==> config.mk <==
export PLATFORM = sky130hd
export DESIGN_NAME = sram_port_arbiter_flat
export DESIGN_NICKNAME = d
export VERILOG_FILES = /design/src/rtl/sram_port_arbiter_if.sv /design/src/rtl/sram_port_arbiter.sv /design/src/flat_wrapper.sv
export SDC_FILE = /design/constraint.sdc
export NUM_CORES = 1
export LEC_CHECK = 0
export CAP_MARGIN = 10
export CELL_PAD_IN_SITES_DETAIL_PLACEMENT = 1
export CELL_PAD_IN_SITES_GLOBAL_PLACEMENT = 1
export CORE_MARGIN = 2
export CORE_UTILIZATION = 17
export DETAILED_ROUTE_END_ITERATION = 6
export GPL_TIMING_DRIVEN = 0
export PLACE_DENSITY = 0.87
export SYNTH_ARGS = -nofsm -noshare
export SYNTH_HDL_FRONTEND = slang
export SYNTH_SLANG_ARGS = --single-unit
==> constraint.sdc <==
create_clock -name clk -period 2 [get_ports clk]
set_input_delay 0.5 -clock clk [delete_from_list [all_inputs] [get_ports clk]]
set_output_delay 0.5 -clock clk [all_outputs]
set_load 0.03 [all_outputs]
==> src/rtl/sram_port_arbiter_if.sv <==
// sram_port_arbiter_if: bundles the fetch requester, data requester and physical SRAM
// signals shared by sram_port_arbiter.
//   master modport - environment side (drives requests and SRAM read data)
//   slave modport  - arbiter side (drives grants, return data and the SRAM command)
interface sram_port_arbiter_if;
    // Fetch requester
    logic        if_req;
    logic [31:0] if_addr;
    logic        if_gnt;
    logic        if_rvalid;
    logic [31:0] if_rdata;
    // Data requester
    logic        dm_req;
    logic [3:0]  dm_wen;
    logic [31:0] dm_addr;
    logic [31:0] dm_wdata;
    logic        dm_gnt;
    logic        dm_rvalid;
    logic [31:0] dm_rdata;
    // Physical SRAM
    logic        sram_en;
    logic [3:0]  sram_wen;
    logic [31:0] sram_addr;
    logic [31:0] sram_wdata;
    logic [31:0] sram_rdata;

    modport master (
        output if_req, if_addr, dm_req, dm_wen, dm_addr, dm_wdata, sram_rdata,
        input  if_gnt, if_rvalid, if_rdata, dm_gnt, dm_rvalid, dm_rdata,
        input  sram_en, sram_wen, sram_addr, sram_wdata
    );

    modport slave (
        input  if_req, if_addr, dm_req, dm_wen, dm_addr, dm_wdata, sram_rdata,
        output if_gnt, if_rvalid, if_rdata, dm_gnt, dm_rvalid, dm_rdata,
        output sram_en, sram_wen, sram_addr, sram_wdata
    );
endinterface

==> src/rtl/sram_port_arbiter.sv <==
// sram_port_arbiter: shares one single-ported, 1-cycle-latency synchronous SRAM between an
// instruction-fetch requester and a data requester. Data has priority; a saturating starvation
// counter forces a fetch grant after STARVE_MAX consecutive lost conflicts.
// Ports:
//   clk          - clock, rising edge
//   resetn       - asynchronous active-low reset
//   bus          - requester/SRAM bundle (slave modport)
//   conflict_cnt - count of cycles with both requests high (wraps)
module sram_port_arbiter #(
    parameter int unsigned STARVE_MAX = 4
) (
    input  logic                clk,
    input  logic                resetn,
    sram_port_arbiter_if.slave  bus,
    output logic [31:0]         conflict_cnt
);

    typedef enum logic [1:0] {
        IDLE  = 2'd0,
        RD_IF = 2'd1,
        RD_DM = 2'd2
    } owner_e;

    localparam logic [3:0] StarveMax = 4'(STARVE_MAX);

    owner_e     owner;
    logic [3:0] starve;
    logic       if_win;
    logic       dm_win;

    // Grants are masked by resetn so nothing reaches the SRAM while reset is held.
    always_comb begin
        if_win = 1'b0;
        dm_win = 1'b0;
        if (resetn) begin
            if (bus.if_req && bus.dm_req) begin
                if (starve == StarveMax) begin
                    if_win = 1'b1;
                end else begin
                    dm_win = 1'b1;
                end
            end else begin
                if_win = bus.if_req;
                dm_win = bus.dm_req;
            end
        end
    end

    assign bus.if_gnt = if_win;
    assign bus.dm_gnt = dm_win;

    always_comb begin
        bus.sram_en    = 1'b0;
        bus.sram_wen   = 4'b0000;
        bus.sram_addr  = 32'h0;
        bus.sram_wdata = 32'h0;
        if (if_win) begin
            bus.sram_en   = 1'b1;
            bus.sram_addr = bus.if_addr;
        end else if (dm_win) begin
            bus.sram_en    = 1'b1;
            bus.sram_wen   = bus.dm_wen;
            bus.sram_addr  = bus.dm_addr;
            bus.sram_wdata = bus.dm_wdata;
        end
    end

    // owner records who issued last cycle's read; it steers the returning SRAM data.
    always_ff @(posedge clk or negedge resetn) begin
        if (!resetn) begin
            owner        <= IDLE;
            starve       <= 4'd0;
            conflict_cnt <= 32'h0;
        end else begin
            if (if_win) begin
                owner <= RD_IF;
            end else if (dm_win && (bus.dm_wen == 4'b0000)) begin
                owner <= RD_DM;
            end else begin
                owner <= IDLE;
            end

            if (if_win || !bus.if_req) begin
                starve <= 4'd0;
            end else if (dm_win && (starve != StarveMax)) begin
                starve <= starve + 4'd1;
            end

            if (bus.if_req && bus.dm_req) begin
                conflict_cnt <= conflict_cnt + 32'd1;
            end
        end
    end

    assign bus.if_rvalid = (owner == RD_IF);
    assign bus.dm_rvalid = (owner == RD_DM);
    assign bus.if_rdata  = bus.if_rvalid ? bus.sram_rdata : 32'h0;
    assign bus.dm_rdata  = bus.dm_rvalid ? bus.sram_rdata : 32'h0;

endmodule

==> src/flat_wrapper.sv <==
// flat-port wrapper written by rule: the top's interface ports become plain ports
module sram_port_arbiter_flat 
#(
    parameter int unsigned STARVE_MAX = 4
)
  (clk, resetn, conflict_cnt, bus_if_req, bus_if_addr, bus_dm_req, bus_dm_wen, bus_dm_addr, bus_dm_wdata, bus_sram_rdata, bus_if_gnt, bus_if_rvalid, bus_if_rdata, bus_dm_gnt, bus_dm_rvalid, bus_dm_rdata, bus_sram_en, bus_sram_wen, bus_sram_addr, bus_sram_wdata);
  sram_port_arbiter_if bus_i ();
  input  logic clk;
  input  logic resetn;
  output logic [31:0] conflict_cnt;
  input wire logic [$bits(bus_i.if_req)-1:0] bus_if_req;
  input wire logic [$bits(bus_i.if_addr)-1:0] bus_if_addr;
  input wire logic [$bits(bus_i.dm_req)-1:0] bus_dm_req;
  input wire logic [$bits(bus_i.dm_wen)-1:0] bus_dm_wen;
  input wire logic [$bits(bus_i.dm_addr)-1:0] bus_dm_addr;
  input wire logic [$bits(bus_i.dm_wdata)-1:0] bus_dm_wdata;
  input wire logic [$bits(bus_i.sram_rdata)-1:0] bus_sram_rdata;
  output wire logic [$bits(bus_i.if_gnt)-1:0] bus_if_gnt;
  output wire logic [$bits(bus_i.if_rvalid)-1:0] bus_if_rvalid;
  output wire logic [$bits(bus_i.if_rdata)-1:0] bus_if_rdata;
  output wire logic [$bits(bus_i.dm_gnt)-1:0] bus_dm_gnt;
  output wire logic [$bits(bus_i.dm_rvalid)-1:0] bus_dm_rvalid;
  output wire logic [$bits(bus_i.dm_rdata)-1:0] bus_dm_rdata;
  output wire logic [$bits(bus_i.sram_en)-1:0] bus_sram_en;
  output wire logic [$bits(bus_i.sram_wen)-1:0] bus_sram_wen;
  output wire logic [$bits(bus_i.sram_addr)-1:0] bus_sram_addr;
  output wire logic [$bits(bus_i.sram_wdata)-1:0] bus_sram_wdata;
  assign bus_i.if_req = bus_if_req;
  assign bus_i.if_addr = bus_if_addr;
  assign bus_i.dm_req = bus_dm_req;
  assign bus_i.dm_wen = bus_dm_wen;
  assign bus_i.dm_addr = bus_dm_addr;
  assign bus_i.dm_wdata = bus_dm_wdata;
  assign bus_i.sram_rdata = bus_sram_rdata;
  assign bus_if_gnt = bus_i.if_gnt;
  assign bus_if_rvalid = bus_i.if_rvalid;
  assign bus_if_rdata = bus_i.if_rdata;
  assign bus_dm_gnt = bus_i.dm_gnt;
  assign bus_dm_rvalid = bus_i.dm_rvalid;
  assign bus_dm_rdata = bus_i.dm_rdata;
  assign bus_sram_en = bus_i.sram_en;
  assign bus_sram_wen = bus_i.sram_wen;
  assign bus_sram_addr = bus_i.sram_addr;
  assign bus_sram_wdata = bus_i.sram_wdata;
  sram_port_arbiter #(.STARVE_MAX(STARVE_MAX)) u_core (.clk(clk), .resetn(resetn), .bus(bus_i), .conflict_cnt(conflict_cnt));
endmodule
* Word-level counts from Yosys, hierarchy flattened
Index checks and enable logic that the tools add are counted.
** Cells by class
- $add $sub $neg :: 2
- Equal/unequal tests :: 4
- Mux-type cells :: 20
- Reductions and logical operators :: 7
** Operator list (number)
- two-way mux 32 bit :: 6
- adder 32 x 1 -> 32 bit, second input constant :: 1
- two-way mux 4 bit :: 4
- two-way mux 1 bit :: 8
- adder 4 x 1 -> 4 bit, second input constant :: 1
- == test 4 x 3 -> 1 bit, second input constant :: 1
- zero test 4 bit :: 1
- two-way mux 2 bit :: 2
- inequality test 4 x 3 -> 1 bit, second input constant :: 1
- logical AND 1 bit :: 3
- == test 2 x 1 -> 1 bit, second input constant :: 1
- == test 2 bit, second input constant :: 1
- nonzero test 2 bit :: 1
- zero test 1 bit :: 1
- logical OR 1 bit :: 1
** Word-level totals
- Flip-flop bits (word level) :: 38
- Bits of input ports :: 136
- Output and inout port bits :: 169
- Logic and storage cells :: 36

* Longest topological paths before layout
Gate-level depths: netlist (run 1).
- Depth in word-level cells :: 7
- Mapped depth :: 6

* Worst setup path after synthesis (run 1)
OpenSTA, ideal clock, no wires.
- Path kind :: register to output
- Start :: register u_core.starve[0]
- End :: output port bus_sram_wdata[23]
- Arrival time :: 1.817 ns
- Data required time :: 1.500 ns
- Slack :: -0.317 ns
- Stages on the path, launching flop included :: 7
- Path buffers :: 1
- Path through :: dfrtp_1 -> inv_1 -> ha_1 -> and3b_1 -> a21oi_2 -> clkbuf_1 -> and2_1
** Between the ends
- Word-level cells in the longest chain between the ends :: 6
** Ends and longest elaborated chain
- start, declared :: line sram_port_arbiter.sv:27 : logic [3:0] starve;
- start signal, assigned :: line sram_port_arbiter.sv:86 : starve <= starve + 4'd1;
- == test 4 x 3 -> 1 bit :: line sram_port_arbiter.sv:37 : if (starve == StarveMax) begin
- two-way mux 1 bit :: line sram_port_arbiter.sv:37
- two-way mux 1 bit :: line sram_port_arbiter.sv:36 : if (bus.if_req && bus.dm_req) begin
- two-way mux 1 bit :: line sram_port_arbiter.sv:35 : if (resetn) begin
- named net bus_dm_gnt :: line flat_wrapper.sv:21 : output wire logic [$bits(bus_i.dm_gnt)-1:0] bus_dm_gnt;
- two-way mux 32 bit :: line sram_port_arbiter.sv:60 : end else if (dm_win) begin
- two-way mux 32 bit :: line sram_port_arbiter.sv:57 : if (if_win) begin
- end, declared :: line flat_wrapper.sv:27 : output wire logic [$bits(bus_i.sram_wdata)-1:0] bus_sram_wdata;
The timed path passes the listed nets, and every way through them passes these cells.

* Worst setup path after layout (run 1)
- Start :: register u_core.starve[1]
- End :: output port bus_sram_wdata[20]
** Between the ends
- Word-level cells in the longest chain between the ends :: 6
** Ends and longest elaborated chain (line)
- == test 4 x 3 -> 1 bit (*) :: sram_port_arbiter.sv:37
- two-way mux 1 bit :: sram_port_arbiter.sv:37
- two-way mux 1 bit :: sram_port_arbiter.sv:36
- two-way mux 1 bit :: sram_port_arbiter.sv:35
- two-way mux 32 bit :: sram_port_arbiter.sv:60
- two-way mux 32 bit (*) :: sram_port_arbiter.sv:57
Mark *: on every way between the ends. The rest lies on a longest branch, timed or not.

==> results of run 1 <==
## logic make-up after synthesis
| logic type | share of synthesized area |
|---|---|
| compound gates | 0.118 |
| simple gates | 0.395 |
| mux | 0.00749 |
| fa+ha+maj | 0.0132 |
| xor+xnor | 0.0956 |
| buf+inv | 0.0352 |
| flops | 0.335 |
## worst max-delay path by stage
stage	endpoint	slack, ns	depth (start not counted)
after floorplan	bus_sram_wdata[23]	-0.02	6
after global placement	bus_sram_wdata[31]	-3.29	7
after detailed placement	bus_sram_wdata[2]	-1.77	7
after CTS	bus_sram_wdata[20]	-0.37	8
after global routing	bus_sram_wdata[20]	-0.45	8
final	bus_sram_wdata[20]	-0.37	8
## repair_timing
| action | 4_1_cts | 5_1_grt |
|---|---|---|
| pin swaps | 33 | 4 |
| setup buffers | 17 | 3 |
| resized for setup | 961 | 51 |
| gates cloned | 10 | 1 |
| hold buffers | 0 | 0 |
| endpoints found under the setup margin | 148 | 132 |
| endpoints found under the hold margin | 0 | 0 |
## cells in the final DEF, fill, tap and decap left out, types with 13 or more instances in the layout
master           instances
and2_4                  34
xnor2_1                 25
nand2_1                 13
buf_6                   62
nand4_1                 16
clkdlybuf4s50_1        156
buf_4                   22
buf_2                   48
and2_1                  68
buf_8                   26
dfrtp_1                 38
nand3_1                 13
a22o_4                  32
## worst max-delay path, delay by kind of cell (launching register included)
family                   cells  cell delay, ns
AO/OA/AOI/OAI                1            0.17
flip-flops                   1            0.36
adder cells (fa/ha/maj)      1            0.15
buffers and inverters        4            0.50
AND/OR/NAND/NOR              2            0.39
## per-stage QoR
| stage | power (mW) | TNS [ns] | util | area [sq um] | worst slack (ns) |
|---|---|---|---|---|---|
| 2_1_floorplan | 1.48 | -0.159 | - | 2940 | -0.0177 |
| 3_3_place_gp | 2.15 | -271.20 | 0.380 | 6260 | -3.29 |
| 3_5_place_dp | 2.18 | -135.22 | 0.381 | 6270 | -1.77 |
| 4_1_cts | 3.44 | -22.95 | 0.437 | 7200 | -0.371 |
| 5_1_grt | 3.57 | -28.79 | 0.441 | 7270 | -0.448 |
| 6_report | 3.43 | -22.91 | 0.441 | 7270 | -0.371 |
## final cells by class
cell class / count / area [sq um] / area share
Clock inverter: 3 / 68.8 / 0.00947
Clock buffer: 5 / 125 / 0.0172
Tap cell: 220 / 275 / 0.0379
Timing Repair Buffer: 335 / 3340 / 0.459
Multi-Input combinational cell: 256 / 2210 / 0.304
Buffer: 19 / 285 / 0.0392
Inverter: 4 / 15.0 / 0.00207
Sequential cell: 38 / 951 / 0.131
## flip-flops by register name, indices dropped and copies added, names as in the netlist
register / count
u_core.conflict_cnt: 32
u_core.owner: 2
u_core.starve: 4
## per-layer routing
layer,vias to the layer above,share of wire,global-route usage
li1,1792,-,-
met4,0,0.015,0.0366
met5,-,0,0
met1,1844,0.39,0.241
met3,19,0.12,0.0989
met2,169,0.48,0.340
## where the power goes
group | switching (mW) | total [mW] | internal [mW]
registers | 0.115 | 0.943 | 0.829
clock network | 0.324 | 1.04 | 0.717
logic | 0.681 | 1.44 | 0.763
total | 1.12 | 3.43 | 2.31
==> impl_metrics.json, run 1 <==
{
  "status": "complete, but fails checks",
  "violations": "negative setup slack",
  "grt_start_max_net_pins": 16,
  "p_leak_nw": 3.47,
  "synth_async_sr_flop_share": 1.00,
  "whs_ns": 0.0119,
  "synth_nets": 457,
  "antenna_found_initial": 0,
  "yosysMostFrequentCell": "and2_1",
  "maxCapViolCount": 0,
  "arrival_ns": 1.87,
  "first_pass_iters": 4,
  "hold_viol": 0,
  "rsz0062_at_grt": "yes",
  "die_w_microns": 133,
  "syn2layout_area_growth_pct": 156,
  "finalCriticalPeriod_ns": 2.37,
  "reg2reg_depth": 4,
  "critPathMaxFanout": 8,
  "ios": 305,
  "final_nets": 798,
  "worstPathCellList": "inv_2, ha_4, and3b_2, a21oi_4, buf_12, clkbuf_16, and2_4, buf_6",
  "netlist_top_cells_count": "104 x and2_1, 38 x dfrtp_1, 32 x a22o_1, 25 x xnor2_1, 16 x nand4_1",
  "reg2reg_slack_ns": 0.27,
  "wl_microns": 18800,
  "grt_overflow": 0,
  "startpoint_type": "register",
  "numCtsBuffers": 5,
  "grt_pass1_vias": 4157,
  "crit_slowest_cell": "dfrtp_1",
  "cp_slowest_stage_delay_ns": 0.36,
  "via_count": 3824,
  "place_inst": 843,
  "syn_area_sq_um": 2840,
  "root_buffer": "clkbuf_16",
  "synth_edf_count": 0,
  "maxSlewHeadroom": 0.656,
  "r2r_start": "u_core.conflict_cnt[2]",
  "drc": 0,
  "clock_path_buffers": 2,
  "postSynthAreaPerCell_sq_um": 8.94,
  "path_class": "register to primary output",
  "grt_pass1_wl_microns": 27200,
  "drive_gt1_frac": 0.424,
  "ys_seq_elements": 38,
  "synth_top_area_frac": 0.335,
  "die-area_sq_um": 17800,
  "fin_cells": 880,
  "post-route-period-util": 1.19,
  "n_antenna_cell": 0,
  "cellPowerDensity_nw_per_um2": 472,
  "fp-row-count": 47,
  "worst_r2r_endpoint": "u_core.conflict_cnt[29]",
  "synth_area_leader_cell": "dfrtp_1",
  "coreArea_sq_um": 16500,
  "finalSetupViolCount": 70,
  "cts.sinks": 38,
  "cts.htree.levels": 2,
  "startpoint": "u_core.starve[1]",
  "cts_tree": "yes",
  "yosysUniqueCellTypes": 36,
  "gp_congestion": 0.752,
  "initial_utilization": 0.173,
  "tightest_slew_ns": 0.511,
  "ys.warnings.count": 0,
  "report.final.slew_viol_count": 0,
  "ant_nets": 0,
  "worstSetupEndpointType": "primary output",
  "dp.final_hpwl_microns": 14600,
  "fill_cells": 1848,
  "yosys_most_used_dff": "dfrtp_1",
  "avgViaCountPerCell": 4.35,
  "required_ns": 1.50,
  "grt_usage": 0.204,
  "synth_cells": 318,
  "fin_skew_ns": 0.00691,
  "irDropWorstVdd_mv": 0.593,
  "max_freq_mhz": 422,
  "setup_slack_ns": -0.371,
  "synth.area.top_cells": "dfrtp_1 33%, and2_1 23%, a22o_1 9.9%, xnor2_1 7.7%, nand4_1 3.5%",
  "hp-class": "input pin to async pin",
  "ys_seq_area_frac": 0.335,
  "first_iter_violations": 71,
  "clk_pin_slew_ns": 0.06,
  "io_buffers": 304,
  "clock_latency_ns": 0.28,
  "die_y_microns": 133,
  "wl_per_cell_microns": 21.4
}
(Power assumes the default switching activity.)
==> inputs of run 2 (changes only) <==
--- a/config.mk
+++ b/config.mk
@@ -13,6 +13,8 @@
 export DETAILED_ROUTE_END_ITERATION = 6
 export GPL_TIMING_DRIVEN = 0
 export PLACE_DENSITY = 0.87
+export SKIP_LAST_GASP = 1
 export SYNTH_ARGS = -nofsm -noshare
 export SYNTH_HDL_FRONTEND = slang
 export SYNTH_SLANG_ARGS = --single-unit
+export TNS_END_PERCENT = 50
==> run 2 against run 1 <==
Against the previous run:
- flip-flop and latch count is the same
- power shrank 10%
- worst hold slack gained 0.011 ns
- the run still ends with negative setup slack left
- combinational power shrank 8%
- critical endpoint is now bus_sram_addr[31]
- die area is the same
- critical path type unchanged
- clock power shrank 22%
- highest routed layer unchanged
- clock skew shrank 0.0028 ns
- global-route usage shrank 1.1 points
==> impl_metrics.json, run 2 (synthesis gave the netlist of run 1 again) <==
{
  "status": "complete, but fails checks",
  "violations": "negative setup slack",
  "first_pass_iters": 4,
  "crit_slowest_cell": "dfrtp_1",
  "fin_cells": 870,
  "ios": 305,
  "final_nets": 788,
  "irDropWorstVdd_mv": 0.530,
  "n_antenna_cell": 0,
  "final_core_util": 0.417,
  "io_buffers": 304,
  "tightest_slew_ns": 0.627,
  "cts_tree": "yes",
  "dp.final_hpwl_microns": 14500,
  "grt_overflow": 0,
  "clk_pin_slew_ns": 0.06,
  "max_freq_mhz": 422,
  "fin_skew_ns": 0.00412,
  "report.final.slew_viol_count": 0,
  "ant_nets": 0,
  "swShare": 0.344,
  "setup_slack_ns": -0.368,
  "grt_usage": 0.193,
  "finalCriticalPeriod_ns": 2.37,
  "worstSetupEndpointType": "primary output",
  "drc": 0,
  "arrival_ns": 1.87,
  "die_y_microns": 133,
  "initial_utilization": 0.173,
  "top_regs": "u_core.conflict_cnt: 32 flops, u_core.starve: 4 flops, u_core.owner: 2 flops",
  "coreArea_sq_um": 16500,
  "power_mw": 3.08,
  "die-area_sq_um": 17800,
  "cts.htree.levels": 2,
  "post-route-period-util": 1.18,
  "syn2layout_area_growth_pct": 142,
  "startpoint_type": "register",
  "root_buffer": "clkbuf_16",
  "power_frac_clock": 0.263,
  "required_ns": 1.50,
  "numCtsBuffers": 5,
  "clock_latency_ns": 0.28,
  "path_buf_inv": 4,
  "fin_setup_tns_ns": -33.09,
  "drive_gt1_frac": 0.306,
  "wl_microns": 17800,
  "via_count": 3708,
  "hp-class": "input pin to async pin",
  "largest_reg_flops": 32,
  "p_leak_nw": 3.23,
  "grt_pass1_vias": 3991,
  "die_w_microns": 133,
  "path_class": "register to primary output",
  "rsz0062_at_grt": "yes",
  "dpl_cell_area_sq_um": 6240,
  "p_comb_frac": 0.432,
  "hold_viol": 0,
  "cp_slowest_stage_delay_ns": 0.36,
  "maxCapViolCount": 0,
  "p_seq_frac": 0.305,
  "clock_path_buffers": 2,
  "cellPowerDensity_nw_per_um2": 448,
  "place_inst": 843,
  "hold_buffers": 0,
  "critPathMaxFanout": 10,
  "final_cell_mix": "167 x clkdlybuf4s50_1, 80 x and2_1, 53 x buf_6, 53 x dlygate4sd2_1, 38 x dfrtp_1",
  "finalSetupViolCount": 133,
  "first_iter_violations": 100,
  "maxSlewHeadroom": 0.579,
  "cts.sinks": 38,
  "final_common_cell": "clkdlybuf4s50_1",
  "grt_pass1_wl_microns": 25900,
  "path_delay_family": "buffers and inverters",
  "wl_per_cell_microns": 20.5,
  "avgViaCountPerCell": 4.26,
  "cell_internal_pwr_mw": 2.02,
  "regMostFlops": "u_core.conflict_cnt",
  "grt_start_max_net_pins": 20,
  "fp-row-count": 47,
  "antenna_found_initial": 0,
  "fin_area_sq_um": 6870,
  "p_switching_mw": 1.06,
  "gp_congestion": 0.766,
  "worstPathCellList": "inv_2, ha_4, and3b_2, a21oi_4, buf_12, buf_6, a22o_1, buf_4"
}
[run 2: path summary, 6_finish.rpt]
path	start	end	slack, ns	cells after the start
max reg2reg	u_core.conflict_cnt[0]	u_core.conflict_cnt[14]	0.06	5
min in group clk	u_core.conflict_cnt[31]	u_core.conflict_cnt[31]	0.49	1
max in group asynchronous	resetn	u_core.conflict_cnt[12]	1.57	2
min	resetn	u_core.conflict_cnt[31]	0.02	1
min reg2reg	u_core.conflict_cnt[31]	u_core.conflict_cnt[31]	0.49	1
max	u_core.starve[0]	bus_sram_addr[31]	-0.37	8
[run 2: area by class of cell]
class,count,area [sq um]
tap,220,275
inverter,4,15.0
timing repair buffer,324,3250
clock buffer,6,139
fill,1900,9600
buffer,20,280
sequential,38,951
clock inverter,2,12.5
multi-input combinational,256,1940
[run 2: power groups by stage]
stage | combinational, mW | clock [mW] | sequential, mW
2_1_floorplan | 0.433 | 0 | 1.05
3_3_place_gp | 1.20 | 0 | 0.950
3_5_place_dp | 1.22 | 0 | 0.953
4_1_cts | 1.33 | 0.842 | 0.940
5_1_grt | 1.40 | 0.877 | 0.955
6_report | 1.33 | 0.808 | 0.940
[run 2: repair_timing]
action                                  CTS  global route
cloned                                    4             0
resized for setup                       625            27
endpoints found under the setup margin  150           153
buffers inserted                         14             1
pin swaps                                 9             0
[run 2: through the flow]
step                hold slack, ns  setup slack, ns
floorplan                    0.204          -0.0456
global placement             0.472            -3.12
detailed placement           0.469            -1.73
CTS                         0.0184           -0.368
global route                0.0144           -0.463
finish                      0.0229           -0.368
[run 2: worst register-to-register path, stage by stage (launching register included)]
cell     delay [ns]
dfrtp_1        0.45
ha_1           0.22
nand3_2        0.12
nor4_4         0.61
nand3_1        0.19
xnor2_1        0.25
[run 2: routing by layer]
metal	wire (microns)	share of wire	global-route usage
met1	7540	0.42	0.246
met2	8150	0.46	0.305
met3	1910	0.11	0.0902
met4	219	0.012	0.0313
met5	0	0	0
